### config.mk
export PLATFORM = sky130hd
export DESIGN_NAME = axis_fifo_wr_arb
export DESIGN_NICKNAME = d
export VERILOG_FILES = /design/src/rtl/axis_arb_pkg.sv /design/src/rtl/rr_pick.sv /design/src/rtl/axis_fifo_wr_arb.sv
export SDC_FILE = /design/constraint.sdc
export NUM_CORES = 1
export LEC_CHECK = 0
export CAP_MARGIN = 0
export CORE_MARGIN = 10
export CORE_UTILIZATION = 36
export DETAILED_ROUTE_END_ITERATION = 6
export PLACE_DENSITY = 0.85
export SLEW_MARGIN = 20
export SYNTH_ARGS = -nofsm -noshare
export SYNTH_HDL_FRONTEND = slang
export SYNTH_SLANG_ARGS = --single-unit
### constraint.sdc
create_clock -name wr_clk -period 3.65 [get_ports wr_clk]
set_clock_uncertainty 0.15 [all_clocks]
set_input_delay 0.73 -clock wr_clk [delete_from_list [all_inputs] [get_ports wr_clk]]
set_output_delay 0.73 -clock wr_clk [all_outputs]
set_load 0.01 [all_outputs]
### src/rtl/axis_arb_pkg.sv
// Shared types and defaults for the packet-atomic FIFO write-port arbiter.
package axis_arb_pkg;

  typedef enum logic {
    ARB_IDLE = 1'b0,
    ARB_LOCK = 1'b1
  } arb_state_t;

  localparam int DEF_NUM_SRC    = 4;
  localparam int DEF_DATA_WIDTH = 31;

  function automatic int idx_w(input int n);
    return (n > 1) ? $clog2(n) : 1;
  endfunction

endpackage

### src/rtl/rr_pick.sv
// Combinational rotating-priority picker: first set request at or above ptr_i,
// wrapping modulo N. Returns one-hot winner, its index and a found flag.
module rr_pick #(
  parameter int N  = 4,
  parameter int IW = 2
) (
  input  logic [N-1:0]  req_i,
  input  logic [IW-1:0] ptr_i,
  output logic [N-1:0]  win_oh_o,
  output logic [IW-1:0] win_idx_o,
  output logic          win_vld_o
);

  always_comb begin
    win_oh_o  = '0;
    win_idx_o = '0;
    win_vld_o = 1'b0;
    for (int k = 0; k < N; k++) begin
      if (!win_vld_o && req_i[(int'(ptr_i) + k) % N]) begin
        win_vld_o                          = 1'b1;
        win_idx_o                          = IW'((int'(ptr_i) + k) % N);
        win_oh_o[(int'(ptr_i) + k) % N]    = 1'b1;
      end
    end
  end

endmodule

### src/rtl/axis_fifo_wr_arb.sv
// Packet-atomic round-robin arbiter feeding one FIFO write port from NUM_SRC
// AXI-Stream sources; the grant is held until the granted source's tlast beat.
module axis_fifo_wr_arb
  import axis_arb_pkg::*;
#(
  parameter int NUM_SRC    = DEF_NUM_SRC,
  parameter int DATA_WIDTH = DEF_DATA_WIDTH,
  parameter int FIFO_WIDTH = DATA_WIDTH + 1,
  parameter int PKT_CNT_W  = 16
) (
  input  logic                          wr_clk,
  input  logic                          rst,
  input  logic [NUM_SRC-1:0]            s_tvalid,
  input  logic [NUM_SRC*DATA_WIDTH-1:0] s_tdata,
  input  logic [NUM_SRC-1:0]            s_tlast,
  output logic [NUM_SRC-1:0]            s_tready,
  input  logic                          full,
  output logic                          wr_en,
  output logic [FIFO_WIDTH-1:0]         wr_data,
  output logic [NUM_SRC-1:0]            grant,
  output logic                          busy,
  output logic [PKT_CNT_W-1:0]          pkt_cnt
);

  localparam int IW = idx_w(NUM_SRC);

  arb_state_t           state_q, state_d;
  logic [NUM_SRC-1:0]   grant_q, grant_d;
  logic [IW-1:0]        idx_q, idx_d;
  logic [IW-1:0]        rr_ptr_q, rr_ptr_d;
  logic [PKT_CNT_W-1:0] pkt_cnt_q, pkt_cnt_d;

  logic [NUM_SRC-1:0]    pick_oh;
  logic [IW-1:0]         pick_idx;
  logic                  pick_vld;
  logic                  sel_vld;
  logic                  sel_last;
  logic [DATA_WIDTH-1:0] sel_data;

  rr_pick #(
    .N  (NUM_SRC),
    .IW (IW)
  ) u_pick (
    .req_i     (s_tvalid),
    .ptr_i     (rr_ptr_q),
    .win_oh_o  (pick_oh),
    .win_idx_o (pick_idx),
    .win_vld_o (pick_vld)
  );

  // Only the granted lane is selected, so unselected sources never reach wr_data.
  assign sel_vld  = s_tvalid[idx_q];
  assign sel_last = s_tlast[idx_q];
  assign sel_data = s_tdata[idx_q*DATA_WIDTH +: DATA_WIDTH];

  always_comb begin
    state_d   = state_q;
    grant_d   = grant_q;
    idx_d     = idx_q;
    rr_ptr_d  = rr_ptr_q;
    pkt_cnt_d = pkt_cnt_q;
    s_tready  = '0;
    wr_en     = 1'b0;
    wr_data   = '0;
    case (state_q)
      ARB_IDLE: begin
        if (pick_vld) begin
          state_d = ARB_LOCK;
          grant_d = pick_oh;
          idx_d   = pick_idx;
        end
      end
      ARB_LOCK: begin
        s_tready[idx_q] = ~full;
        wr_en           = sel_vld & ~full;
        wr_data         = {sel_last, sel_data};
        if (sel_vld && !full && sel_last) begin
          state_d   = ARB_IDLE;
          grant_d   = '0;
          rr_ptr_d  = (int'(idx_q) == NUM_SRC - 1) ? '0 : idx_q + IW'(1);
          pkt_cnt_d = pkt_cnt_q + PKT_CNT_W'(1);
        end
      end
      default: state_d = ARB_IDLE;
    endcase
  end

  always_ff @(posedge wr_clk or posedge rst) begin
    if (rst) begin
      state_q   <= ARB_IDLE;
      grant_q   <= '0;
      idx_q     <= '0;
      rr_ptr_q  <= '0;
      pkt_cnt_q <= '0;
    end else begin
      state_q   <= state_d;
      grant_q   <= grant_d;
      idx_q     <= idx_d;
      rr_ptr_q  <= rr_ptr_d;
      pkt_cnt_q <= pkt_cnt_d;
    end
  end

  assign grant   = grant_q;
  assign busy    = (state_q == ARB_LOCK);
  assign pkt_cnt = pkt_cnt_q;

endmodule

==> metrics, run 1 <==
# resized after CTS 0; top-count cell post-synth and2_1; Post-synth EDFFs 0; nets 565; IO Pins 193; port bufs 192; Rows 30; RSZ-0062 raised after global routing no; clock tree sinks 25; Clock transition at path regs 0.09 ns; Fin. Hold Viols 0; count of different cell masters after synthesis 39; Max FO, Critical Path 8; Final setup viols 0; vias in the first global route 2903; Leak Pwr 1.784 nW; count of hold buffers inserted by post-cts repair 0; peak supply drop 0.3181 mV; Post-CTS Setup Bufs 0; die height 105.2 µm; fin crit period 3.359 ns; # diodes 0; Routed Antenna Nets 0; Mapped Cells 230; Mean Syn Cell Area 11.35 µm²; Starting Density 0.3781; DR vias/cell 5.211; register bit total from synthesis 25; Vias 2668; first-pass GRT wire length 16240 µm; max_slew headroom 0.3801; gr usage total 0.1829; Post-synth top flop dfrtp_1; Die Width 105.2 µm; Critical Path Source s_tvalid[3]; period utilization 0.9202; Synth area leaders mux4_2 (31%), dfrtp_1 (24%), and2_1 (8.9%); Seq/Total Area, Yosys 0.2396; Synth Cell Area 2611 µm²; Critical R2R Launch rr_ptr_q[1]$_DFFE_PP0P_; H-Tree Depth 1; area added between synthesis and finish 78.96%; Power Dens Cells 584.7 nW/µm²; Clock Latency Late Sink 0.27 ns; largest net degree at the start of global routing 39; most instantiated cells after synthesis and2_1 (37), mux4_2 (36), dfrtp_1 (25); Final Slew Violations 0; Yosys top cell by area mux4_2; CP required 2.77 ns; GRT Residual Overflow 0; global placer's final weighted congestion 0.8701; die area 11060 µm²; Total Wirelength 10570 µm; layout cells sized above 1 0.1322; FMAX 297.7 MHz; Syn Nets 378; Synth async-reset ratio 1.000; TritonCTS Buffers 3; worst setup path class input port to primary output; First DRT Iteration DRCs 118; clock tree from TritonCTS built; max cap viols 0; initial antenna violation count 0; Startpoint Class input port; Hold Crit Class flop to flop; Synth warnings 0; CTS max path bufs 2; outcome finished clean; Critical Path Sink Type primary output; slew of the pin with the lowest slew margin 0.9288 ns; top cell type's share of synthesized area 0.3105; Post-DP HPWL 9096 µm; crit path DAT 2.48 ns; setup TNS 0 ns; hold_sp pkt_cnt[15]$_DFFE_PP0P_; Wirelength per Cell 20.64 µm; DR DRC count 0; DRT Pass-1 Iters 4; Tot Pwr 0.002733 W; CTS root buf clkbuf_8; core area 6907 µm²
[cell families (layout without fill, tap and decap cells)]
logic type	Yosys count	after routing	synth area share
flops	25	25	0.2396
buf+inv	25	211	0.04792
xor+xnor	15	15	0.05031
fa+ha+maj	13	13	0.06229
simple gates	84	84	0.1945
mux	39	39	0.3282
compound gates	29	29	0.07715
[power breakdown]
| group | total, W | switching (W) | internal (W) |
|---|---|---|---|
| clock network | 0.000168 | 0.0000909 | 0.0000774 |
| logic | 0.00212 | 0.000895 | 0.00122 |
| registers | 0.000445 | 0.000101 | 0.000344 |
[worst paths after layout]
check / end / slack, ns / depth (start not counted)
worst min-delay path: pkt_cnt[15]$_DFFE_PP0P_ / 0.34 / 1
worst min register to register: pkt_cnt[15]$_DFFE_PP0P_ / 0.34 / 1
worst max register to register: grant[2]$_DFFE_PP0P_ / 0.77 / 7
max in group asynchronous: idx_q[0]$_DFFE_PP0P_ / 1.91 / 2
min in group asynchronous: pkt_cnt[8]$_DFFE_PP0P_ / 0.81 / 2
worst max-delay path: wr_en / 0.29 / 4
[flip-flops by register name, summed over array words and instances (netlist names)]
register / cells
grant: 4
pkt_cnt: 16
rr_ptr_q: 2
idx_q: 2
busy: 1
[per-stage QoR]
step                setup WS (ns)  instance area, µm²  hold slack [ns]  cells  utilization
floorplan                   1.150                2611           0.3575    230            -
global placement           0.3192                4624           0.3111    508       0.6696
detailed placement         0.2889                4624           0.3145    508       0.6696
CTS                        0.2927                4673           0.3296    512       0.6766
global route               0.2078                4673           0.3578    512       0.6766
finish                     0.2914                4673           0.3373    512       0.6766
[critical path: stages]
cell	delay (ns)
clkdlybuf4s50_1	0.52
mux4_2	0.55
and2_1	0.18
clkdlybuf4s50_1	0.50
[layer usage]
metal	global-route usage	share of wire
met3	0.06511	0.083
met1	0.1924	0.37
met4	0.05686	0.030
met2	0.3323	0.52
met5	0	0
[layout make-up]
type / instances / area (µm²)
fill: 544 / 2233
timing repair buffer: 199 / 1987
multi-input combinational: 180 / 1861
sequential: 25 / 626.9
tap: 96 / 120.1
clock buffer: 3 / 41.29
inverter: 8 / 30.03
clock inverter: 1 / 7.507
[cells in the final DEF (no fill, tap or decap), drive strengths merged, types with 5 or more instances in the layout]
cell type	Yosys	layout
a22oi	5	5
and2	38	38
buf	9	7
clkdlybuf4s50	0	192
dfrtp	25	25
ha	13	13
inv	8	8
mux4	37	37
nand2	13	13
nand2b	5	5
nand3	9	9
nor2	6	6
o21ai	9	9
xnor2	13	13
Power figures use the tool's default switching activity.
==> inputs of run 2 (changes only) <==
CORE_MARGIN = 3   (was 10)
==> run 2 against run 1 <==
  * Fmax barely moved
  * Die area decreased by 25%
  * Setup slack got worse by 0.0018 ns
  * First-iteration DRC count fell by 19%
  * Sequential power up 5.2%
  * Critical path depth stayed put
  * Clock-buffer cell count increased by 1
  * Global-route usage increased by 2.8 points
  * Critical path type unchanged
  * Largest power group unchanged
==> metrics, run 2 (synthesis results as in run 1) <==
sequential group share of total power 0.173; max_slew headroom 0.3882; clock share of power 0.059; layout cells sized above 1 0.1298; Max FO, Critical Path 8; delay of the slowest cell on the worst path 0.56 ns; cell-by-cell trace of the critical path clkdlybuf4s50_1 > mux4_2 > and2_1 > clkdlybuf4s50_1; sw power 0.001048 W; Critical Path Sink Type primary output; Leak Pwr 1.788 nW; Startpoint Class input port; Critical Path Source s_tvalid[2]; crit path to wr_en; vias in the first global route 2710; Combinational Power Share 0.768; Routed Antenna Nets 0; worst slack at placement 0.3004 ns; clock tree sinks 25; global placer's final weighted congestion 0.8669; RSZ-0062 raised after global routing no; max cap viols 0; worst setup path class input port to primary output; CP required 2.77 ns; Rows 30; Die Width 91.17 µm; IO Pins 193; CTS max path bufs 2; Worst Path Buf+Inv 2; Final setup viols 0; Post-DP HPWL 7451 µm; period utilization 0.9207; FMAX 297.6 MHz; Power Dens Cells 578.2 nW/µm²; worst reg2reg path endpoint grant[1]$_DFFE_PP0P_; CP max-delay cell mux4_2; switch share 0.3872; initial antenna violation count 0; Total Wirelength 8898 µm; R2R depth 7; die area 8311 µm²; gr usage total 0.2111; core area 6907 µm²; Fin. Hold Viols 0; Final Slew Violations 0; # resized after CTS 0; CP most frequent cell clkdlybuf4s50_1; commonest non-fill, non-tap cell in the layout clkdlybuf4s50_1; fin crit period 3.360 ns; slew of the pin with the lowest slew margin 0.9167 ns; DR vias/cell 5.129; setup TNS 0 ns; nets 565; H-Tree Depth 1; CTS root buf clkbuf_8; port bufs 192; Clock Latency Late Sink 0.26 ns; GRT Residual Overflow 0; clock tree from TritonCTS built; # diodes 0; DRT Pass-1 Iters 4; Hold Crit Class flop to flop; DR DRC count 0; most frequent cells in the layout clkdlybuf4s50_1 (192), and2_1 (37), mux4_2 (36); Wirelength per Cell 17.38 µm; crit path DAT 2.48 ns; outcome finished clean; setup slack after layout 0.2895 ns; cell depth of the worst setup path 4; first-pass GRT wire length 14150 µm; fill cell count 540; largest net degree at the start of global routing 26; worst hold slack 0.3280 ns; Final Core Density 0.6779; area added between synthesis and finish 79.30%; cell-internal power 0.001659 W; Starting Density 0.3781; flop2flop setup slack 0.84 ns; Clock transition at path regs 0.08 ns; CP delay by family, top buffers and inverters; TritonCTS Buffers 3; peak supply drop 0.3248 mV; First DRT Iteration DRCs 96; max reg flops 16; Post-CTS Setup Bufs 0; Critical R2R Launch rr_ptr_q[1]$_DFFE_PP0P_; Vias 2626; Tot Pwr 0.002707 W; die height 91.17 µm; count of hold buffers inserted by post-cts repair 0
## run 2: cell count changes in the layout (fill, tap and decap cells not counted)
| cell | previous run | this run |
|---|---|---|
| buf_12 | 1 | 2 |
| buf_4 | 6 | 5 |
| clkinvlp_4 | 1 | 0 |
| clkbuf_1 | 0 | 1 |
## run 2: worst min path at each step
stage,from,endpoint,slack (ns),cells past startpoint
after global routing,pkt_cnt[14]$_DFFE_PP0P_,pkt_cnt[14]$_DFFE_PP0P_,0.37,1
after CTS,pkt_cnt[15]$_DFFE_PP0P_,pkt_cnt[15]$_DFFE_PP0P_,0.33,1
final,pkt_cnt[15]$_DFFE_PP0P_,pkt_cnt[15]$_DFFE_PP0P_,0.33,1
after detailed placement,pkt_cnt[15]$_DFFE_PP0P_,pkt_cnt[15]$_DFFE_PP0P_,0.32,1
after global placement,pkt_cnt[15]$_DFFE_PP0P_,pkt_cnt[15]$_DFFE_PP0P_,0.31,1
after floorplan,pkt_cnt[15]$_DFFE_PP0P_,pkt_cnt[15]$_DFFE_PP0P_,0.36,1
## run 2: power groups by stage
stage	combinational [W]	sequential [W]	clock (W)
floorplan	0.00125	0.000432	0
global placement	0.00205	0.000477	0
detailed placement	0.00209	0.000479	0
CTS	0.00210	0.000474	0.000161
global route	0.00224	0.000494	0.000177
finish	0.00208	0.000468	0.000161
## run 2: area by class of cell
type	instances	area, µm²	share of cell area
tap	96	120.1	0.02565
timing repair buffer	199	1999	0.4270
sequential	25	626.9	0.1339
inverter	8	30.03	0.006414
clock buffer	4	45.04	0.009621
multi-input combinational	180	1861	0.3974
## run 2: stage by stage
step | cell area (µm²) | cells
3_5_place_dp | 4637 | 508
2_1_floorplan | 2611 | 230
6_report | 4682 | 512
4_1_cts | 4682 | 512
3_3_place_gp | 4637 | 508
5_1_grt | 4682 | 512
## run 2: layer usage
layer  vias up  wire length, µm  track usage
met3         8              705      0.05302
met4         0              109      0.02638
met2       127             4609       0.3807
met1      1257             3474       0.2610
met5         -                0            0
li1       1234                -            -
